--- src/rtl/neander_pkg.sv ---
// neander_pkg: shared state encoding and default widths for the Neander memory interface.
package neander_pkg;
  typedef enum logic [1:0] {IDLE, RD, WR} mem_state_t;
  localparam int ADDR_W = 8;
  localparam int DATA_W = 8;
endpackage

--- src/rtl/mem_wait_cnt.sv ---
// mem_wait_cnt: 4-bit loadable down-counter that stops at zero and flags it.
module mem_wait_cnt (
  input  logic       clk,
  input  logic       rst,
  input  logic       load,
  input  logic [3:0] value,
  input  logic       en,
  output logic       zero
);
  logic [3:0] cnt;
  assign zero = cnt == 4'd0;
  always_ff @(posedge clk)
    if (rst) cnt <= 4'd0;
    else if (load) cnt <= value;
    else if (en && !zero) cnt <= cnt - 4'd1;
endmodule

--- src/rtl/mem_if_unit.sv ---
// mem_if_unit: address/data registers with request/done memory sequencing and read wait states.
// Define MEM_IF_AUTOINC_EN to post-increment addr_q on every completed access.
module mem_if_unit
  import neander_pkg::*;
#(
  parameter int AW   = ADDR_W,
  parameter int DW   = DATA_W,
  parameter int WAIT = 1
) (
  input  logic          clk,
  input  logic          rst,
  input  logic          ld_addr,
  input  logic [AW-1:0] addr_in,
  input  logic          inc_addr,
  input  logic          rd_req,
  input  logic          wr_req,
  input  logic [DW-1:0] wr_data,
  output logic          busy,
  output logic          done,
  output logic [AW-1:0] addr_q,
  output logic [DW-1:0] data_q,
  output logic [AW-1:0] mem_addr,
  output logic          mem_we,
  output logic [DW-1:0] mem_wdata,
  input  logic [DW-1:0] mem_rdata
);
  mem_state_t state;
  logic idle, zero, fin;
  assign idle      = state == IDLE;
  assign busy      = !idle;
  assign mem_addr  = addr_q;
  assign mem_wdata = data_q;
  assign fin       = (state == RD && zero) || state == WR;
  mem_wait_cnt u_wait (
    .clk  (clk),
    .rst  (rst),
    .load (idle && rd_req && !wr_req),
    .value(4'(WAIT)),
    .en   (state == RD),
    .zero (zero)
  );
  always_ff @(posedge clk)
    if (rst) begin
      state  <= IDLE;
      addr_q <= '0;
      data_q <= '0;
      done   <= 1'b0;
      mem_we <= 1'b0;
    end else begin
      done   <= fin;
      mem_we <= idle && wr_req;
      state  <= idle ? (wr_req ? WR : rd_req ? RD : IDLE) : fin ? IDLE : state;
      if (idle && wr_req) data_q <= wr_data;
      else if (state == RD && zero) data_q <= mem_rdata;
      if (idle) addr_q <= ld_addr ? addr_in : inc_addr ? addr_q + 1'b1 : addr_q;
`ifdef MEM_IF_AUTOINC_EN
      else if (fin) addr_q <= addr_q + 1'b1;
`else
      else addr_q <= addr_q;
`endif
    end
endmodule

--- config.mk ---
export PLATFORM = sky130hd
export DESIGN_NAME = mem_if_unit
export DESIGN_NICKNAME = d
export VERILOG_FILES = /design/src/rtl/neander_pkg.sv /design/src/rtl/mem_wait_cnt.sv /design/src/rtl/mem_if_unit.sv
export SDC_FILE = /design/constraint.sdc
export NUM_CORES = 1
export LEC_CHECK = 0
export CAP_MARGIN = 20
export CORE_MARGIN = 2
export CORE_UTILIZATION = 41
export DETAILED_ROUTE_END_ITERATION = 7
export GPL_TIMING_DRIVEN = 0
export PLACE_DENSITY_LB_ADDON = 0.12
export SETUP_SLACK_MARGIN = 0.1
export SYNTH_ARGS = -nofsm -noshare
export SYNTH_HDL_FRONTEND = slang
export SYNTH_SLANG_ARGS = --single-unit
--- constraint.sdc ---
create_clock -name clk -period 2.1 [get_ports clk]
set_input_delay 0.42 -clock clk [delete_from_list [all_inputs] [get_ports clk]]
set_output_delay 0.42 -clock clk [all_outputs]
set_load 0.05 [all_outputs]
==> qor.csv, run 1 <==
stage,metric,value,unit
sta,RSZ-0062 raised after global routing,false,
sta,setup_tns,0,ns
setup_path,RR Endpoint,u_wait.cnt[0],
power,Max VDD drop,390,µV
cells_and_area,Final nets,253,
setup_path,startpoint types,register,
cts,Clock Latency Late Sink,0.33,ns
sta,crit share post-route,91.5,%
global_route,initial antenna violation count,0,
drt,Post-Route WL,3610,µm
floorplanning,I/O pin total,65,
synthesis,library cells used by synthesis,43,
cts,cts hold-fix bufs,0,
synthesis,Synth Net Count,184,
global_route,pin count of the biggest net entering global routing,15,
synthesis,Ys Warns,0,
setup_path,Critical Path AT,1.50,ns
sta,"Hold Vio Cnt, Final",0,
sta,clk_skew,0.0142,ns
cells_and_area,"commonest cells after routing, fill and taps aside","clkdlybuf4s50_1 (31), dfxtp_1 (23), dlygate4sd2_1 (21)",
cts,clk root buf,clkbuf_4,
cells_and_area,Sequential cell area,482,µm²
cts,CTS max path bufs,2,
placement,gpl congestion,0.752,
setup_path,Reg2Reg Depth,6,
cts,TritonCTS clock tree,yes,
floorplanning,DIE AREA,3910,µm²
setup_path,Levels on crit path,4,
placement,Port Buffers,64,
sta,final setup fails,0,
global_route,GR Util All Layers,19.0,%
synthesis,post-synthesis sequential area ratio,34.2,%
synthesis,Mapped Cells,152,
sta,worst slew pin tran,0.684,ns
flow_run,max-cap check violation count,0,
floorplanning,core area,3310,µm²
floorplanning,num rows,21,
cts,"CTS clk-pin slew, worst paths",0.15,ns
drt,Via density,4.99,
setup_path,Crit path required time,1.68,ns
global_route,vias in the first global route,1291,
drt,DR DRC count,0,
setup_path,kind of critical path,reg2out,
setup_path,CP Max Fanout,8,
setup_path,CP top delay family,buffers and inverters,
sta,fin crit period,1.92,ns
cells_and_area,# diodes,0,
cells_and_area,share of layout cells above drive strength 1,20.9,%
drt,drt pass-1 iters,4,
setup_path,worst reg-to-reg setup slack,0.50,ns
drt,vias,1327,
setup_path,reg2reg start,u_wait.cnt[0],
setup_path,Crit path buffers/inverters,3,
synthesis,#FFs+latches synth,24,
worst_hold_path,hold path depth,2,
power,PwrDens,715,nW/µm²
setup_path,CP endpoint,busy,
cts,# clock sinks,24,
global_route,total grt overflow,0,
floorplanning,Die H,62.5,µm
synthesis,synthesized area,1400,µm²
run_status,status,completed,
floorplanning,Initial Util,42.4,%
synthesis,Synth Area per Inst,9.24,µm²
sta,final hold slack,0.533,ns
cts,Num CTS Buffers,3,
cts,H-tree levels,1,
cells_and_area,Area Growth Syn to Fin,53.7,%
setup_path,CP max-delay cell,clkdlybuf4s15_1,
setup_path,CP startpoint,state[0],
worst_hold_path,Hold/Removal Path Class,reg2reg,
cells_and_area,area occupied by multi-input gates,732,µm²
sta,slew margin rel.,54.4,%
setup_path,nature of the critical path endpoint,output port,
drt,Avg WL per Cell,13.6,µm
sta,Final Max Tran Viols,0,
floorplanning,die width,62.5,µm
cts,setup repair bufs after CTS,0,
setup_path,CP peak stage delay,0.44,ns
placement,DP HPWL,2740,µm
cells_and_area,Finished Core Util,65.2,%
setup_path,CP cell instances,buf_4 > nor2_4 > inv_1 > clkdlybuf4s15_1,
cells_and_area,fillers,308,
drt,Detail Route Antenna Nets,0,
global_route,first-pass GRT wire length,6020,µm
drt,DR iter-0 viols,72,
cells_and_area,"most common cell after layout, fill and taps aside",clkdlybuf4s50_1,
sta,Fmax,520,MHz
power,Static Leak,1.10,nW
[power breakdown]
group	total, mW	internal, mW	leakage, nW	switching [mW]
logic	0.654	0.258	0.874	0.397
registers	0.537	0.496	0.198	0.0410
clock network	0.350	0.193	0.0279	0.156
total	1.54	0.947	1.10	0.594
[routing by layer]
| metal | GRT usage [%] | vias to the layer above | share of wire [%] | wire (µm) |
|---|---|---|---|---|
| met4 | 8.06 | 0 | 1.7 | 63 |
| met1 | 22.7 | 617 | 42 | 1520 |
| met3 | 3.06 | 7 | 5.8 | 208 |
| met2 | 33.7 | 47 | 50 | 1810 |
| li1 | - | 656 | - | - |
| met5 | 0 | - | 0 | 0 |
[worst min-delay path by stage]
stage / from / endpoint / slack [ns]
2_1_floorplan: rst / mem_we / 0.49
3_3_place_gp: addr_q[6] / addr_q[6] / 0.51
3_5_place_dp: addr_q[6] / addr_q[6] / 0.51
4_1_cts: addr_q[6] / addr_q[6] / 0.53
5_1_grt: data_q[6] / data_q[6] / 0.57
6_report: addr_q[6] / addr_q[6] / 0.53
[logic make-up after synthesis]
group | count (synthesis) | share of synthesized area [%]
simple gates | 47 | 19.1
mux | 11 | 7.84
xor+xnor | 3 | 1.87
buf+inv | 27 | 13.6
compound gates | 38 | 21.6
flops | 24 | 34.2
fa+ha+maj | 2 | 1.78
[area by class of cell]
cell class                      count  area share (%)
Clock buffer                        3            1.04
Clock inverter                      1            1.39
Multi-Input combinational cell    101            33.9
Tap cell                           46            2.67
Buffer                             23            8.18
Inverter                            4           0.696
Timing Repair Buffer               64            29.8
Sequential cell                    24            22.3
[flip-flops by register name, summed over array words and instances, names as in the netlist]
signal / count
mem_we: 1
done: 1
data_q: 8
addr_q: 8
state: 2
u_wait.cnt: 4
[tightest hold or removal path, cell delays in order, from the launching register on]
cell     delay, ns
dfxtp_1       0.36
o21ai_0       0.08
a21oi_1       0.06
[synthesized netlist by cell type]
cell	count	area, µm²
or3b_2	1	8.76
nor2_2	2	12.5
nor2_4	1	11.3
a21o_4	1	15.0
nor3b_2	1	12.5
nor2_1	17	63.8
nor2b_1	1	6.26
clkbuf_1	2	7.51
a31oi_1	1	6.26
a32oi_1	1	8.76
buf_4	17	128
or2_2	1	6.26
o21a_1	1	7.51
inv_1	4	15.0
xor2_1	2	17.5
buf_6	1	11.3
mux2i_1	11	110
a211oi_1	2	15.0
nand3b_1	1	7.51
a31o_2	1	8.76
nand3_1	5	25.0
and2_4	1	8.76
buf_12	1	20.0
nor4b_1	1	8.76
and3_1	2	12.5
and2b_1	1	7.51
nand2b_1	2	12.5
o21ai_2	1	8.76
xnor2_1	1	8.76
or3_1	1	6.26
o22ai_1	1	6.26
a22o_1	1	8.76
o21ai_0	7	35.0
a21oi_1	10	50.1
a211oi_2	9	113
nor4b_4	1	23.8
nand2_1	6	22.5
a32o_1	2	20.0
ha_1	2	25.0
buf_2	2	10.0
dfxtp_1	24	480
and2_1	1	6.26
nor3_1	1	5.00
[through the flow]
stage               setup slack [ns]  power [mW]  cells  cell area, µm²
finish                         0.179        1.54    266            2160
global placement               0.214        1.22    262            2100
floorplan                      0.568        1.01    152            1400
detailed placement             0.164        1.24    262            2100
CTS                           0.0818        1.56    266            2130
global route                   0.106        1.61    266            2160
[timing repair]
action	CTS	global route
setup endpoints to repair	22	12
cloned	0	0
resized for setup	22	13
No activity file was read; power rests on OpenSTA's default activity.
==> run 2, diff against run 1 <==
- CTS_CLUSTER_DIAMETER: unset -> 40
==> results of run 2 <==
Final layout, timing and power as in run 1 (identical DEF).
